<file path="src/rtl/frame_buf_if.sv">
// Bundles the write stream, read stream, status and RAM port signals of frame_buf_ctrl.
// slave is the controller's view; master is the parent/RAM-side view.
interface frame_buf_if #(
    parameter int unsigned W = 8,
    parameter int unsigned D = 128
);
    localparam int unsigned DW = $clog2(D);

    logic          wr_valid;
    logic [W-1:0]  wr_data;
    logic          wr_last;
    logic          wr_abort;
    logic          wr_ready;
    logic          rd_valid;
    logic [W-1:0]  rd_data;
    logic          rd_last;
    logic          rd_ready;
    logic [DW:0]   frame_count;
    logic          ovf_err;
    logic          mem_we;
    logic [DW-1:0] mem_waddr;
    logic [W:0]    mem_wdata;
    logic [DW-1:0] mem_raddr;
    logic [W:0]    mem_rdata;

    modport slave (
        input  wr_valid, wr_data, wr_last, wr_abort, rd_ready, mem_rdata,
        output wr_ready, rd_valid, rd_data, rd_last, frame_count, ovf_err,
               mem_we, mem_waddr, mem_wdata, mem_raddr
    );

    modport master (
        output wr_valid, wr_data, wr_last, wr_abort, rd_ready, mem_rdata,
        input  wr_ready, rd_valid, rd_data, rd_last, frame_count, ovf_err,
               mem_we, mem_waddr, mem_wdata, mem_raddr
    );
endinterface

</file>
<file path="src/rtl/frame_buf_ctrl.sv">
// Packet FIFO controller over an external two-port RAM: speculative writes with
// commit/abort, and a 2-entry prefetch buffer hiding the 1-cycle RAM read latency.
module frame_buf_ctrl #(
    parameter int unsigned W = 8,
    parameter int unsigned D = 128
) (
    input  logic        clk,
    input  logic        rst,
    frame_buf_if.slave  bus
);
    localparam int unsigned DW = $clog2(D);
    localparam logic [DW:0] PTR_ONE   = (DW+1)'(1);
    localparam logic [DW:0] PTR_DEPTH = (DW+1)'(D);

    logic [DW:0] wptr, cptr, rptr;
    logic [DW:0] fcount;
    logic [W:0]  buf_q [2];
    logic [W:0]  buf_n [2];
    logic [1:0]  occ, occ_pop, occ_n, slots;
    logic        inflight;
    logic        ovf_q;

    logic wr_ready, oversize, accept, commit, pop, pop_last, issue;

    // Write-side qualification
    always_comb begin
        wr_ready = (wptr - rptr) != PTR_DEPTH;
        oversize = (wptr - cptr) == PTR_DEPTH;
        accept   = bus.wr_valid && wr_ready && !bus.wr_abort;
        commit   = accept && bus.wr_last;
    end

    // Read issue counts a same-cycle pop as freeing a buffer slot
    always_comb begin
        pop      = (occ != 2'd0) && bus.rd_ready;
        pop_last = pop && buf_q[0][W];
        slots    = occ + 2'(inflight) - 2'(pop);
        issue    = (rptr != cptr) && (slots < 2'd2);
    end

    // Output buffer: shift on pop, then land the in-flight word behind the head
    always_comb begin
        buf_n   = buf_q;
        occ_pop = occ - 2'(pop);
        if (pop) begin
            buf_n[0] = buf_q[1];
        end
        if (inflight) begin
            buf_n[occ_pop[0]] = bus.mem_rdata;
        end
        occ_n = occ_pop + 2'(inflight);
    end

    always_ff @(posedge clk or posedge rst) begin
        if (rst) begin
            wptr     <= '0;
            cptr     <= '0;
            rptr     <= '0;
            fcount   <= '0;
            buf_q[0] <= '0;
            buf_q[1] <= '0;
            occ      <= '0;
            inflight <= 1'b0;
            ovf_q    <= 1'b0;
        end else begin
            if (bus.wr_abort || oversize) begin
                wptr <= cptr;
            end else if (accept) begin
                wptr <= wptr + PTR_ONE;
            end
            if (commit) begin
                cptr <= wptr + PTR_ONE;
            end
            if (issue) begin
                rptr <= rptr + PTR_ONE;
            end
            if (commit && !pop_last) begin
                fcount <= fcount + PTR_ONE;
            end else if (!commit && pop_last) begin
                fcount <= fcount - PTR_ONE;
            end
            buf_q    <= buf_n;
            occ      <= occ_n;
            inflight <= issue;
            ovf_q    <= oversize;
        end
    end

    assign bus.wr_ready    = wr_ready;
    assign bus.mem_we      = accept;
    assign bus.mem_waddr   = wptr[DW-1:0];
    assign bus.mem_wdata   = {bus.wr_last, bus.wr_data};
    assign bus.mem_raddr   = rptr[DW-1:0];
    assign bus.rd_valid    = (occ != 2'd0);
    assign bus.rd_data     = buf_q[0][W-1:0];
    assign bus.rd_last     = buf_q[0][W];
    assign bus.frame_count = fcount;
    assign bus.ovf_err     = ovf_q;
endmodule
</file>
<file path="src/flat_wrapper.sv">
// flat-port wrapper written by rule: the top's interface ports become plain ports
module frame_buf_ctrl_flat 
#(
    parameter int unsigned W = 8,
    parameter int unsigned D = 128
)
  (clk, rst, bus_wr_valid, bus_wr_data, bus_wr_last, bus_wr_abort, bus_rd_ready, bus_mem_rdata, bus_wr_ready, bus_rd_valid, bus_rd_data, bus_rd_last, bus_frame_count, bus_ovf_err, bus_mem_we, bus_mem_waddr, bus_mem_wdata, bus_mem_raddr);
  frame_buf_if #(.W(W), .D(D)) bus_i ();
  input  logic clk;
  input  logic rst;
  input wire logic [$bits(bus_i.wr_valid)-1:0] bus_wr_valid;
  input wire logic [$bits(bus_i.wr_data)-1:0] bus_wr_data;
  input wire logic [$bits(bus_i.wr_last)-1:0] bus_wr_last;
  input wire logic [$bits(bus_i.wr_abort)-1:0] bus_wr_abort;
  input wire logic [$bits(bus_i.rd_ready)-1:0] bus_rd_ready;
  input wire logic [$bits(bus_i.mem_rdata)-1:0] bus_mem_rdata;
  output wire logic [$bits(bus_i.wr_ready)-1:0] bus_wr_ready;
  output wire logic [$bits(bus_i.rd_valid)-1:0] bus_rd_valid;
  output wire logic [$bits(bus_i.rd_data)-1:0] bus_rd_data;
  output wire logic [$bits(bus_i.rd_last)-1:0] bus_rd_last;
  output wire logic [$bits(bus_i.frame_count)-1:0] bus_frame_count;
  output wire logic [$bits(bus_i.ovf_err)-1:0] bus_ovf_err;
  output wire logic [$bits(bus_i.mem_we)-1:0] bus_mem_we;
  output wire logic [$bits(bus_i.mem_waddr)-1:0] bus_mem_waddr;
  output wire logic [$bits(bus_i.mem_wdata)-1:0] bus_mem_wdata;
  output wire logic [$bits(bus_i.mem_raddr)-1:0] bus_mem_raddr;
  assign bus_i.wr_valid = bus_wr_valid;
  assign bus_i.wr_data = bus_wr_data;
  assign bus_i.wr_last = bus_wr_last;
  assign bus_i.wr_abort = bus_wr_abort;
  assign bus_i.rd_ready = bus_rd_ready;
  assign bus_i.mem_rdata = bus_mem_rdata;
  assign bus_wr_ready = bus_i.wr_ready;
  assign bus_rd_valid = bus_i.rd_valid;
  assign bus_rd_data = bus_i.rd_data;
  assign bus_rd_last = bus_i.rd_last;
  assign bus_frame_count = bus_i.frame_count;
  assign bus_ovf_err = bus_i.ovf_err;
  assign bus_mem_we = bus_i.mem_we;
  assign bus_mem_waddr = bus_i.mem_waddr;
  assign bus_mem_wdata = bus_i.mem_wdata;
  assign bus_mem_raddr = bus_i.mem_raddr;
  frame_buf_ctrl #(.W(W), .D(D)) u_core (.clk(clk), .rst(rst), .bus(bus_i));
endmodule
</file>
<file path="config.mk">
export PLATFORM = sky130hd
export DESIGN_NAME = frame_buf_ctrl_flat
export DESIGN_NICKNAME = d
export VERILOG_FILES = /design/src/rtl/frame_buf_if.sv /design/src/rtl/frame_buf_ctrl.sv /design/src/flat_wrapper.sv
export SDC_FILE = /design/constraint.sdc
export NUM_CORES = 1
export LEC_CHECK = 0
export ABC_AREA = 0
export CAP_MARGIN = 20
export CORE_AREA = 3 3 84 86
export DETAILED_ROUTE_END_ITERATION = 7
export DIE_AREA = 0 0 87 89
export PLACE_DENSITY_LB_ADDON = 0.25
export SETUP_SLACK_MARGIN = 0.4
export SLEW_MARGIN = 25
export SYNTH_ARGS = -nofsm -noshare
export SYNTH_HDL_FRONTEND = slang
export SYNTH_SLANG_ARGS = --single-unit
</file>
<file path="constraint.sdc">
create_clock -name clk -period 11 [get_ports clk]
set_clock_uncertainty 0.15 [all_clocks]
set_input_delay 1.65 -clock clk [delete_from_list [all_inputs] [get_ports clk]]
set_output_delay 1.65 -clock clk [all_outputs]
set_load 0.05 [all_outputs]
</file>
==> impl_metrics.py, run 1 <==
metrics = {
    "floorplanning": {
        "start_util_pct": 56.1,
        "rows": 29,
        "io_pins": 67,
        "die_x_um": 87,
        "die_area_um2": 7740,
        "core_area_um2": 6350,
        "die_y_um": 89,
    },
    "synth": {
        "async_flop_share_pct": 100,
        "post-synth-top-area-cell": "dfrtp_1",
        "synth_warnings": 0,
        "ys_types": 51,
        "syn_avg_cell_area_um2": 10.0,
        "synth_enable_flop_cells": 0,
        "synth_cells": 355,
        "synth_commonest_cells": "dfrtp_1, buf_4, nand2_1",
        "syn_nets": 404,
        "synth_ff_type": "dfrtp_1",
        "synth_most_common_cell": "dfrtp_1",
        "syn_area_um2": 3560,
        "yosys.area.top_type_share_pct": 37.9,
        "synth-seq-cells": 54,
        "ys_seq_area_share_pct": 37.9,
        "synth_area_leaders": "dfrtp_1, ha_1, buf_4",
    },
    "timing": {
        "hold_viol": 0,
        "fin_crit_ns": 5.41,
        "finalSetupViolations": 0,
        "fmax_mhz": 185,
        "tns_ns": 0,
        "rsz0062_at_grt": "false",
        "timing.slew.headroom_pct": 48.3,
        "post-route-period-util_pct": 49.2,
        "worst_pin_slew_ns": 0.776,
        "slew_viol_final": 0,
    },
    "detailed_routing": {
        "routed_via_density": 5.50,
        "wl_um": 6580,
        "ant_nets": 0,
        "drc": 0,
        "dr.pass1.iters": 4,
        "vias": 2490,
        "wl_per_cell_um": 14.5,
        "drt_iter0_drc": 81,
    },
    "critical_path": {
        "arrival_ns": 3.61,
        "reg2regPathDepth": 18,
        "crit_required_ns": 9.20,
        "reg2reg_from": "u_core.rptr[3]",
        "start_kind": "input pin",
        "cp-end-kind": "output pin",
        "critPathKind": "input pin to output pin",
        "r2r-end": "u_core.bus.frame_count[7]",
        "r2r_slack_ns": 5.99,
        "crit_fanout": 6,
    },
    "global_route": {
        "grt_start_max_net_pins": 55,
        "antenna_found_initial": 0,
        "grt.overflow.total": 0,
        "grt_pass1_vias": 2352,
        "groute.usage.overall_pct": 18.0,
        "grt_pass1_wl_um": 11200,
    },
    "cells_and_area": {
        "diodes": 0,
        "nNetsFinal": 424,
        "fillers": 507,
        "layout-drive-gt1-share_pct": 8.78,
        "area_growth_pct": 12.6,
    },
    "min_path": {
        "hp-class": "register to register",
        "holdPathStages": 1,
        "hold_path_end": "u_core.bus.frame_count[7]",
        "hold_path.startpoint": "u_core.bus.frame_count[7]",
    },
    "clock_network": {
        "cts_resized": 0,
        "clk_pin_slew_worst_paths_ns": 0.09,
        "clock_sinks": 54,
        "clock_latency_ns": 0.30,
        "clk_path_buf_depth": 2,
        "cts_tree": "yes",
        "htree_num_levels": 2,
        "cts_setup_buffers": 0,
        "cts_hold_buf": 0,
        "cts_root_buf": "clkbuf_8",
        "cts_made_buffers": 5,
    },
    "place": {
        "gp_congestion": 0.788,
        "dp_hpwl_um": 4970,
        "portBuffers": 50,
    },
    "outcome": {
        "status": "completed",
    },
    "job": {
        "drv_cap": 0,
    },
}
[area by class of cell]
cell class | count | area (um^2) | share of cell area (%)
Clock buffer | 5 | 68.8 | 1.72
Clock inverter | 3 | 43.8 | 1.09
Inverter | 23 | 86.3 | 2.15
Multi-Input combinational cell | 240 | 1860 | 46.3
Sequential cell | 54 | 1350 | 33.7
Tap cell | 77 | 96.3 | 2.40
Timing Repair Buffer | 51 | 508 | 12.7
[per-layer routing]
metal	GRT usage (%)	vias up	wire (um)	share of wire [%]
li1	-	1227	-	-
met1	24.4	1195	3210	49
met2	30.0	60	3010	46
met3	3.04	8	246	3.7
met4	5.10	0	109	1.7
met5	0	-	0	0
[stage by stage]
stage	std cells	worst slack [ns]	instance area [um^2]	utilization, %	hold WS (ns)
after floorplan	355	6.56	3560	-	0.330
after global routing	453	5.47	4010	63.2	0.377
after CTS	453	5.59	4010	63.2	0.343
final	453	5.59	4010	63.2	0.335
after global placement	445	5.63	3900	61.4	0.334
after detailed placement	445	5.60	3900	61.4	0.330
[worst max-delay path, cell delays in order]
cell and delay (ns):
clkdlybuf4s50_1 0.47, nor2b_1 0.41, o21a_2 0.27, clkdlybuf4s50_1 0.82
[logic make-up after synthesis]
| logic type | Yosys count | synth area share, % |
|---|---|---|
| AOI/OAI and AO/OA | 59 | 11.0 |
| xor gates and xnor gates | 47 | 11.6 |
| adders and majority gates | 26 | 9.35 |
| buffers and inverters | 61 | 9.94 |
| DFF | 54 | 37.9 |
| muxes | 31 | 9.49 |
| and+or+nand+nor | 77 | 10.7 |
[cells in the final DEF, fill, tap and decap left out, drive strengths merged, types with 2 or more instances in the layout]
cell type	netlist	layout
a211oi	2	2
a21o	5	5
a21oi	9	9
and2	3	3
and3	4	4
clkbuf	4	5
clkdlybuf4s50	0	50
dfrtp	54	54
ha	25	25
inv	23	24
mux2	13	13
mux2i	18	18
nand2	30	30
nand3	5	5
nand3b	2	2
nand4	2	2
nor2	14	14
nor2b	5	5
nor3	2	2
nor4	4	4
o211ai	7	7
o21a	3	3
o21ai	24	24
o41ai	2	2
or2	2	2
xnor2	22	22
xor2	25	25
[how the worst max path moves through the flow]
stage,from,to,slack (ns),depth (start not counted)
2_1_floorplan,bus_wr_valid,u_core.bus.frame_count[7],6.56,14
3_3_place_gp,bus_wr_valid,bus_mem_we,5.63,4
3_5_place_dp,bus_wr_valid,bus_mem_we,5.60,4
4_1_cts,bus_wr_valid,bus_mem_we,5.59,4
5_1_grt,u_core.rptr[1],bus_mem_we,5.47,8
6_report,bus_wr_valid,bus_mem_we,5.59,4
Power of run 1 is not shown: default switching activity piles up to over one toggle a cycle in this logic, so the estimate is an artifact.
==> run 2: changes to the inputs <==
- CORE_AREA: 3 3 84 86 -> 3 3 91 93
- DIE_AREA: 0 0 87 89 -> 0 0 94 96
- clock period: 11 -> 4.9 ns (I/O delays scaled with it)
==> run 2 against run 1 <==
  * Setup slack worse by 4.9 ns
  * Routed wire length up 7.9%
  * Sequential share of layout area down 0.39 points
  * Utilization down 9.8 points
  * Final area up 1.3%
  * Critical path depth up 4
  * Global-route usage down 1.2 points
  * Non-clock buffer count up 3
  * Largest cell class unchanged
  * Clock-buffer cell count unchanged
  * First-iteration DRC count unchanged
==> impl_metrics.py, run 2 (synthesized netlist as in run 1, its figures left out) <==
metrics = {
    "outcome": {
        "status": "completed",
    },
    "min_path": {
        "hold_path_end": "u_core.bus.frame_count[7]",
        "holdPathStages": 1,
        "hold_path.startpoint": "u_core.bus.frame_count[7]",
        "hp-class": "register to register",
    },
    "critical_path": {
        "cp-end-kind": "output pin",
        "worst-path-buf-inv": 2,
        "reg2regPathDepth": 19,
        "reg2reg_from": "u_core.rptr[3]",
        "crit_required_ns": 4.01,
        "max_stage_delay_ns": 0.82,
        "crit_chain": "ha_1, a211oi_2, and2_0, a22oi_1, mux2i_4, buf_4, o21a_2, clkdlybuf4s50_1",
        "critPathKind": "register to output pin",
        "start_kind": "register",
        "r2r_slack_ns": 0.73,
        "slowest_stage": "clkdlybuf4s50_1",
        "crit_family": "buffers and inverters",
        "r2r-end": "u_core.bus.frame_count[7]",
        "crit_fanout": 7,
        "arrival_ns": 3.33,
    },
    "place": {
        "dp_cells": 472,
        "portBuffers": 50,
        "place_area_um2": 3940,
        "gp_congestion": 0.815,
        "dp_hpwl_um": 5420,
    },
    "global_route": {
        "grt_pass1_vias": 2519,
        "antenna_found_initial": 0,
        "grt_start_max_net_pins": 55,
        "grt_pass1_wl_um": 12000,
        "groute.usage.overall_pct": 16.9,
        "grt.overflow.total": 0,
    },
    "detailed_routing": {
        "wl_um": 7100,
        "vias": 2455,
        "drt_iter0_drc": 81,
        "ant_nets": 0,
        "wl_per_cell_um": 14.8,
        "routed_via_density": 5.10,
        "drc": 0,
        "dr.pass1.iters": 4,
    },
    "cells_and_area": {
        "layout_common_cells": "dfrtp_1, clkdlybuf4s50_1, nand2_1",
        "fillers": 692,
        "final_area_um2": 4060,
        "nNetsFinal": 427,
        "area_growth_pct": 14.1,
        "layout_commonest_cell": "dfrtp_1",
        "layout-drive-gt1-share_pct": 10.3,
        "final_cells": 481,
        "diodes": 0,
    },
    "clock_network": {
        "cts_tree": "yes",
        "cts_made_buffers": 5,
        "clk_pin_slew_worst_paths_ns": 0.10,
        "cts_root_buf": "clkbuf_8",
        "clk_path_buf_depth": 2,
        "clock_sinks": 54,
        "clock_latency_ns": 0.31,
        "htree_num_levels": 2,
        "cts_hold_buf": 0,
    },
    "timing": {
        "timing.slew.headroom_pct": 53.5,
        "tns_ns": 0,
        "rsz0062_at_grt": "false",
        "finalSetupViolations": 0,
        "slew_viol_final": 0,
        "fmax_mhz": 238,
        "holdWs_ns": 0.346,
        "post-route-period-util_pct": 85.9,
        "hold_viol": 0,
        "worst_pin_slew_ns": 0.697,
        "fin_crit_ns": 4.21,
    },
    "floorplanning": {
        "start_util_pct": 46.8,
        "die_area_um2": 9020,
        "die_y_um": 96,
        "core_area_um2": 7610,
        "rows": 32,
        "io_pins": 67,
        "die_x_um": 94,
    },
    "job": {
        "drv_cap": 0,
    },
}
==> run 2: routing by layer <==
metal | vias to the layer above | wire length [um] | global-route usage [%]
met5 | - | 0 | 0
met2 | 54 | 3560 | 30.4
met3 | 7 | 303 | 3.60
met1 | 1167 | 3150 | 20.6
li1 | 1227 | - | -
met4 | 0 | 85 | 3.97
==> run 2: area by class of cell <==
class	instances	area, um^2	area share, %
Multi-Input combinational cell	240	1870	46.1
Sequential cell	54	1350	33.3
Clock inverter	3	23.8	0.585
Tap cell	102	128	3.14
Inverter	23	86.3	2.13
Timing Repair Buffer	54	531	13.1
Clock buffer	5	68.8	1.69
==> run 2: worst max-delay path by stage <==
stage,start,endpoint,slack [ns],depth (start not counted)
after global placement,u_core.wptr[3],u_core.bus.frame_count[7],0.74,17
after CTS,u_core.wptr[3],u_core.bus.frame_count[7],0.50,17
final,u_core.wptr[3],bus_mem_we,0.69,8
after global routing,u_core.wptr[3],u_core.bus.frame_count[7],0.43,18
after floorplan,u_core.rptr[3],u_core.bus.frame_count[7],0.62,19
after detailed placement,u_core.rptr[1],u_core.bus.frame_count[7],0.52,18
==> run 2: timing repair <==
item	4_1_cts	5_1_grt
buffers inserted	0	1
endpoints found under the setup margin	0	1
gates resized for setup	0	4
==> run 2: worst register-to-register path: stages (launching register included) <==
cell      delay [ns]
dfrtp_1         0.41
inv_1           0.10
ha_1            0.38
a211oi_2        0.31
nor2_1          0.07
nor3b_1         0.19
o221ai_1        0.14
buf_4           0.18
o211ai_2        0.19
inv_1           0.08
ha_1            0.22
inv_2           0.14
ha_1            0.26
a21o_1          0.17
a21oi_1         0.22
nor2b_1         0.08
o21a_1          0.20
o41ai_2         0.25
mux2i_1         0.26
xnor2_1         0.13
==> run 2: stage by stage <==
stage	utilization [%]	setup WS (ns)
floorplan	-	0.622
global placement	51.8	0.738
detailed placement	51.8	0.515
CTS	53.1	0.499
global route	53.4	0.428
finish	53.4	0.690
Power of run 2 is left out for the same reason.
